[src/rtl/agu_stage_ctrl.sv]
// Sequences one k1 (radix-16) pass then one k2 (radix-2) pass per transform, poly_num transforms per job.
// Latency: per transform 1 + k1 wait + GAP_CYC + 1 + k2 wait + 1 cycles; all outputs registered.
// Backpressure: waits indefinitely on AGU_done_out; define AGU_TIMEOUT_EN for a per-wait watchdog and ERR state.
module agu_stage_ctrl #(
    parameter int GAP_CYC     = 2,
    parameter int TIMEOUT_CYC = 4095
) (
    input  logic       clk,
    input  logic       rst,
    input  logic       start,
    input  logic [7:0] poly_num,
    input  logic       AGU_done_out,
    output logic       AGU_enable,
    output logic       AGU_enable_k2,
    output logic       LAST_STAGE,
    output logic       busy,
    output logic       job_done,
`ifdef AGU_TIMEOUT_EN
    output logic       timeout,
`endif
    output logic [7:0] poly_cnt
);

    if (GAP_CYC < 0 || GAP_CYC > 15 || TIMEOUT_CYC < 1) begin : g_param_chk
        $error("agu_stage_ctrl: GAP_CYC or TIMEOUT_CYC out of range");
    end

    typedef enum logic [2:0] {
        IDLE,
        K1_LAUNCH,
        K1_WAIT,
        GAP,
        K2_LAUNCH,
        K2_WAIT,
        NEXT
`ifdef AGU_TIMEOUT_EN
        , ERR
`endif
    } state_t;

    localparam logic [3:0] GAP_LAST = 4'(GAP_CYC - 1);

    state_t     state, state_nxt;
    logic [7:0] poly_num_q, poly_num_nxt;
    logic [7:0] poly_cnt_nxt;
    logic [7:0] cnt_inc;
    logic [3:0] gap_cnt, gap_cnt_nxt;
    logic       busy_nxt;
    logic       job_done_nxt;

`ifdef AGU_TIMEOUT_EN
    localparam int                WD_W    = $clog2(TIMEOUT_CYC + 1);
    localparam logic [WD_W-1:0]   WD_LAST = WD_W'(TIMEOUT_CYC - 1);
    logic [WD_W-1:0] wd_cnt, wd_cnt_nxt;
    logic            timeout_nxt;
`endif

    assign cnt_inc = poly_cnt + 8'd1;

    always_comb begin
        state_nxt    = state;
        poly_num_nxt = poly_num_q;
        poly_cnt_nxt = poly_cnt;
        gap_cnt_nxt  = gap_cnt;
        busy_nxt     = busy;
        job_done_nxt = 1'b0;
`ifdef AGU_TIMEOUT_EN
        wd_cnt_nxt   = wd_cnt;
        timeout_nxt  = timeout;
`endif
        case (state)
            IDLE: begin
                if (start) begin
                    if (poly_num != 8'd0) begin
                        poly_num_nxt = poly_num;
                        poly_cnt_nxt = 8'd0;
                        busy_nxt     = 1'b1;
                        state_nxt    = K1_LAUNCH;
                    end else begin
                        job_done_nxt = 1'b1;
                    end
                end
            end
            // Launch states advance unconditionally, so a late done from the
            // previous pass can never be mistaken for this pass finishing.
            K1_LAUNCH: begin
                state_nxt = K1_WAIT;
`ifdef AGU_TIMEOUT_EN
                wd_cnt_nxt = '0;
`endif
            end
            K1_WAIT: begin
                if (AGU_done_out) begin
                    gap_cnt_nxt = 4'd0;
                    state_nxt   = (GAP_CYC == 0) ? K2_LAUNCH : GAP;
                end
`ifdef AGU_TIMEOUT_EN
                else if (wd_cnt == WD_LAST) begin
                    state_nxt = ERR;
                end
                wd_cnt_nxt = wd_cnt + 1'b1;
`endif
            end
            GAP: begin
                gap_cnt_nxt = gap_cnt + 4'd1;
                if (gap_cnt == GAP_LAST) begin
                    state_nxt = K2_LAUNCH;
                end
            end
            K2_LAUNCH: begin
                state_nxt = K2_WAIT;
`ifdef AGU_TIMEOUT_EN
                wd_cnt_nxt = '0;
`endif
            end
            K2_WAIT: begin
                if (AGU_done_out) begin
                    state_nxt    = NEXT;
                    poly_cnt_nxt = cnt_inc;
                    if (cnt_inc == poly_num_q) begin
                        job_done_nxt = 1'b1;
                        busy_nxt     = 1'b0;
                    end
                end
`ifdef AGU_TIMEOUT_EN
                else if (wd_cnt == WD_LAST) begin
                    state_nxt = ERR;
                end
                wd_cnt_nxt = wd_cnt + 1'b1;
`endif
            end
            // busy was already dropped on entry if this was the last transform.
            NEXT: begin
                state_nxt = busy ? K1_LAUNCH : IDLE;
            end
`ifdef AGU_TIMEOUT_EN
            ERR: begin
                state_nxt = ERR;
            end
`endif
            default: begin
                state_nxt = IDLE;
            end
        endcase
`ifdef AGU_TIMEOUT_EN
        if (state_nxt == ERR && state != ERR) begin
            timeout_nxt = 1'b1;
            busy_nxt    = 1'b0;
        end
`endif
    end

    always_ff @(posedge clk or posedge rst) begin
        if (rst) begin
            state         <= IDLE;
            poly_num_q    <= 8'd0;
            poly_cnt      <= 8'd0;
            gap_cnt       <= 4'd0;
            busy          <= 1'b0;
            job_done      <= 1'b0;
            AGU_enable    <= 1'b0;
            AGU_enable_k2 <= 1'b0;
            LAST_STAGE    <= 1'b0;
`ifdef AGU_TIMEOUT_EN
            wd_cnt        <= '0;
            timeout       <= 1'b0;
`endif
        end else begin
            state         <= state_nxt;
            poly_num_q    <= poly_num_nxt;
            poly_cnt      <= poly_cnt_nxt;
            gap_cnt       <= gap_cnt_nxt;
            busy          <= busy_nxt;
            job_done      <= job_done_nxt;
            AGU_enable    <= (state_nxt == K1_LAUNCH);
            AGU_enable_k2 <= (state_nxt == K2_LAUNCH);
            LAST_STAGE    <= (state_nxt == K2_LAUNCH) || (state_nxt == K2_WAIT);
`ifdef AGU_TIMEOUT_EN
            wd_cnt        <= wd_cnt_nxt;
            timeout       <= timeout_nxt;
`endif
        end
    end

endmodule

[config.mk]
export PLATFORM = sky130hd
export DESIGN_NAME = agu_stage_ctrl
export DESIGN_NICKNAME = d
export VERILOG_FILES = /design/src/rtl/agu_stage_ctrl.sv
export SDC_FILE = /design/constraint.sdc
export NUM_CORES = 1
export LEC_CHECK = 0
export CAP_MARGIN = 20
export CELL_PAD_IN_SITES_DETAIL_PLACEMENT = 0
export CELL_PAD_IN_SITES_GLOBAL_PLACEMENT = 1
export CORE_MARGIN = 1
export CORE_UTILIZATION = 40
export DETAILED_ROUTE_END_ITERATION = 6
export GPL_ROUTABILITY_DRIVEN = 1
export PLACE_DENSITY = 0.77
export SLEW_MARGIN = 40
export SYNTH_ARGS = -nofsm -noshare
export SYNTH_HDL_FRONTEND = slang
export SYNTH_SLANG_ARGS = --single-unit
[constraint.sdc]
create_clock -name clk -period 2.9 [get_ports clk]
set_input_delay 0.29 -clock clk [delete_from_list [all_inputs] [get_ports clk]]
set_output_delay 0.29 -clock clk [all_outputs]
set_load 0.01 [all_outputs]
After elaboration in Yosys (flattened, before gate mapping)
Index checks and enable logic that the tools add are counted.
{"block": "op_classes", "addsub": 2, "eq_ne": 16, "muxes": 23, "reduce_logical": 9}
{"op": "$mux 8", "n": 3}
{"op": "$pmux 3 s7", "n": 1}
{"op": "$pmux 8 s2", "n": 1}
{"op": "$eq 3x3->1 const B", "n": 5}
{"op": "$mux 3", "n": 5}
{"op": "$ne 2x2->1 const B", "n": 5}
{"op": "$mux 1", "n": 9}
{"op": "$add 8x1->8 const B", "n": 1}
{"op": "$eq 8x8->1", "n": 1}
{"op": "$pmux 4 s2", "n": 1}
{"op": "$reduce_bool 8->1", "n": 1}
{"op": "$eq 3x1->1 const B", "n": 2}
{"op": "$eq 3x2->1 const B", "n": 2}
{"op": "$reduce_and 5->1", "n": 1}
{"op": "$add 4x1->4 const B", "n": 1}
{"op": "$eq 4x1->1 const B", "n": 1}
{"op": "$mux 4", "n": 1}
{"op": "$pmux 1 s2", "n": 2}
{"op": "$reduce_and 4->1", "n": 1}
{"op": "$reduce_bool 2->1", "n": 2}
{"op": "$logic_not 3->1", "n": 1}
{"op": "$reduce_and 3->1", "n": 1}
{"op": "$reduce_and 2->1", "n": 1}
{"op": "$logic_or 1x1->1", "n": 1}
{"block": "word_totals", "register_bits": 28, "output_inout_bits": 13}

Depth between registers and ports, before layout
{"block": "depth", "ltp_word": 6, "ltp_mapped": 6, "mapped_depth_nobuf": 6}

Worst setup path before layout
OpenSTA, ideal clock, no wires.
{"block": "synth_path", "kind": "register to register", "from": "register poly_cnt[0]", "to": "register busy", "setup_ns": 0.125, "arrival_time_ns": 2.044, "t_required_ns": 2.775, "path_slack_ns": 0.731, "path_stages_with_launch": 7, "n_path_buf": 0, "period_less_slack_ns": 2.169, "cell_sequence": "dfrtp_1 > ha_1 > xnor2_2 > xnor2_1 > or4_4 > nor4_2 > mux2_2"}
{"block": "synth_via", "elab_chain_cells": 4}
{"element": "from (decl)", "line": "21", "text": "output logic [7:0] poly_cnt"}
{"element": "from (signal assigned)", "line": "171", "text": "poly_cnt <= poly_cnt_nxt;"}
{"element": "$add 8x1->8", "line": "58", "text": "assign cnt_inc = poly_cnt + 8'd1;"}
{"element": "$eq 8x8->1", "line": "120", "text": "if (cnt_inc == poly_num_q) begin"}
{"element": "$ne 2x2->1 (no source line)"}
{"element": "$reduce_and 5->1 (no source line)"}
{"element": "to (signal assigned)", "line": "173", "text": "busy <= busy_nxt;"}
{"element": "to (decl)", "line": "16", "text": "output logic busy,"}
Every way passes these cells.
A chain may end at the register's enable or synchronous reset.

Worst setup path in the final report
Same ends and word-level chain as after synthesis.

==> results.md <==
* Most frequent cells after synthesis: dfrtp_1, o21ai_0, mux2_2, nand2_1, nor2_1
* Number of global-route vias before repair at 1138
* Worst hold slack at 0.373 ns
* Post-synth net total at 159
* Die Ht at 63.1 um
* Met2 GRT Util at 0.273
* Main area contributors after synthesis: dfrtp_1, mux2_2, o21ai_0
* Residual DRC at 0
* DRC marker count from the first detailed-route iteration at 55
* Cell internal pwr at 0.000875 W
* CP arrival at 2.46 ns
* Placed insts at 213
* Total congestion overflow at 0
* IO buf count at 24
* Pin count of the biggest net entering global routing at 29
* Total CTS buffers at 3
* Syn Inst Count at 144
* Chip Width at 63.1 um
* Slew Limit Fails at 0
* Post-DR wirelength/cell at 14.3 um
* P_sw at 0.000482 W
* XOR/XNOR share of the synthesized area at 0.0754
* Die footprint at 0.00398 mm2
* # nets final at 187
* Share of cells above drive strength 1 at 0.129
* Synth top area share at 0.469
* Compound-Gate Fraction of Synth Area at 0.148
* Post-synthesis mux area share at 0.0679
* CTS hold repair buffers at 0
* Routed vias at 1176
* Worst path required time at 3.07 ns
* Routed wire length at 3.11 mm
* Final setup fails at 0
* FF-to-FF Start: poly_cnt[0]
* CTS tree: done
* Layout Cells excl Fill at 217
* Ys async rst share at 1.00
* Synth Area in Simple Gates at 0.183
* Largest family of logic cells by synthesized area: simple AND/OR/NAND/NOR gates
* Unrepaired setup endpoints after global routing: false
* Htree depth at 1
* Post-synth EDFFs at 0
* Critical setup path kind: reg2reg
* Yosys reg bits at 28
* Setup TNS Final at 0 ns
* Synth warnings at 0
* Overall Global Routing Usage at 0.175
* Final period util at 0.789
* Synth Area per Inst at 10.4 um2
* Seq pwr share at 0.477
* Met3 Usage GRT at 0.0254
* Fmax achieved at 0.437 GHz
* Area after DPL at 0.00179 mm2
* DR pass1 iterations at 4
* Yosys top cell by area: dfrtp_1
* Clk Latency, worst-skew pair at 0.28 ns
* Hold/Removal Path Class: in2async
* Final Wtd Congestion at 0.792
* Worst-Margin Slew at 0.590 ns
* Power Density at 735 mW/mm2
* Ports at 25
* Worst setup path start: poly_cnt[0]
* Final hold viol count at 0
* Final ANT Viol Nets at 0
* Logic pwr share at 0.342
* Clock Skew at 0.00163 ns
* Antenna violations before repair at 0
* Run status: completed
* DP HPWL at 2.28 mm
* Synth unique cells at 40
* Switching portion of total power at 0.355
* Minimum clock period at 2.29 ns
* Worst Path Max Fanout at 8
* Synth Flop Type: dfrtp_1
* ANT cells at 0
* Clk sinks at 28
* Clk slew on worst S/H paths at 0.09 ns
* Most frequent cell after synthesis: dfrtp_1
* Vias per std cell at 5.42
* Mapped cell area at 0.00149 mm2
* VDD IR-drop max at 0.000314 V
* CTS Root Buffer Type: clkbuf_8
* Sequential share of the synthesized area at 0.469
* Post-CTS Setup Inserts at 0
* Post-layout util at 0.537
* Initial Util at 0.434
* Global routing usage on met1 at 0.247
* Max_slew headroom at 0.602
* Crit start category: flip-flop
* Gr busiest metal: met2
* Area added between synthesis and finish at 23.8%
* Clock power frac at 0.181
* Leakage power at 0.762 nW
* Max-cap violation count at 0
* Core box area at 0.00344 mm2
* Post_cts resized at 0
* Global-route wire length before repair at 5.38 mm
* Rows at 21
* Critical Path End Type: flip-flop
* Final Cell Area at 0.00185 mm2
* Clock Path Buffers at 2
* Adder-Cell Fraction of Synth Area at 0.0251
cell families after synthesis:
logic type | Yosys count
compound gates | 35
xor+xnor | 12
fa+ha+maj | 3
buf+inv | 11
flops | 28
mux | 9
simple gates | 46
power groups by stage:
| stage | clock network (W) | registers (W) | logic (W) |
|---|---|---|---|
| after floorplan | 0 | 0.000607 | 0.000358 |
| after global placement | 0 | 0.000646 | 0.000455 |
| after detailed placement | 0 | 0.000655 | 0.000464 |
| after CTS | 0.000248 | 0.000648 | 0.000469 |
| after global routing | 0.000267 | 0.000667 | 0.000523 |
| final | 0.000245 | 0.000648 | 0.000465 |
registers in the layout, summed over array words and instances, names as in the netlist, 3 cells and up:
name / count
gap_cnt: 4
state: 3
poly_cnt: 8
poly_num_q: 8
final timing paths:
path                                 end  slack (ns)  cells past startpoint
min                          poly_cnt[0]        0.37                      3
min reg2reg                poly_num_q[7]        0.54                      1
max                                 busy        0.61                      6
max in group asynchronous     gap_cnt[0]        2.27                      3
max reg2reg                         busy        0.61                      6
min in group clk           poly_num_q[7]        0.54                      1
area by class of cell:
cell class | count | area [um2]
fill | 307 | 1590
multi-input combinational | 105 | 746
sequential | 28 | 701
timing repair buffer | 27 | 263
tap | 46 | 57.6
clock buffer | 4 | 55.1
inverter | 7 | 26.3
layout by cell type, fill, tap and decap left out, types with 2 or more instances in the layout:
cell,instances
a21oi_1,4
a22o_1,2
and2_1,2
and2b_1,2
buf_4,3
clkbuf_8,4
clkdlybuf4s50_1,24
dfrtp_1,28
ha_1,3
inv_1,7
mux2_2,9
nand2_1,9
nand2b_1,2
nand3_1,6
nand4_1,2
nor2_1,8
nor2b_1,2
nor4_1,3
o21ai_0,16
o31ai_1,4
o41ai_1,3
xnor2_1,7
xor2_1,4
stage by stage:
step                      setup slack (ns)  power (W)
after global placement               0.700    0.00110
final                                0.613    0.00136
after floorplan                      0.731   0.000965
after detailed placement             0.652    0.00112
after CTS                            0.630    0.00137
after global routing                 0.467    0.00146
layer usage:
metal / routed length (um) / share of wire / up-vias
li1: - / - / 582
met1: 1540 / 0.50 / 561
met2: 1410 / 0.45 / 28
met3: 115 / 0.037 / 5
met4: 46 / 0.015 / 0
met5: 0 / 0 / -
worst max-delay path, cell delays in order, from the launching register on:
cell and delay (ns):
dfrtp_1 0.48, ha_1 0.31, xnor2_2 0.17, xnor2_1 0.13, or4_4 0.53, nor4_2 0.21, mux2_2 0.37
Note: power is estimated with default switching activity, not from simulation.
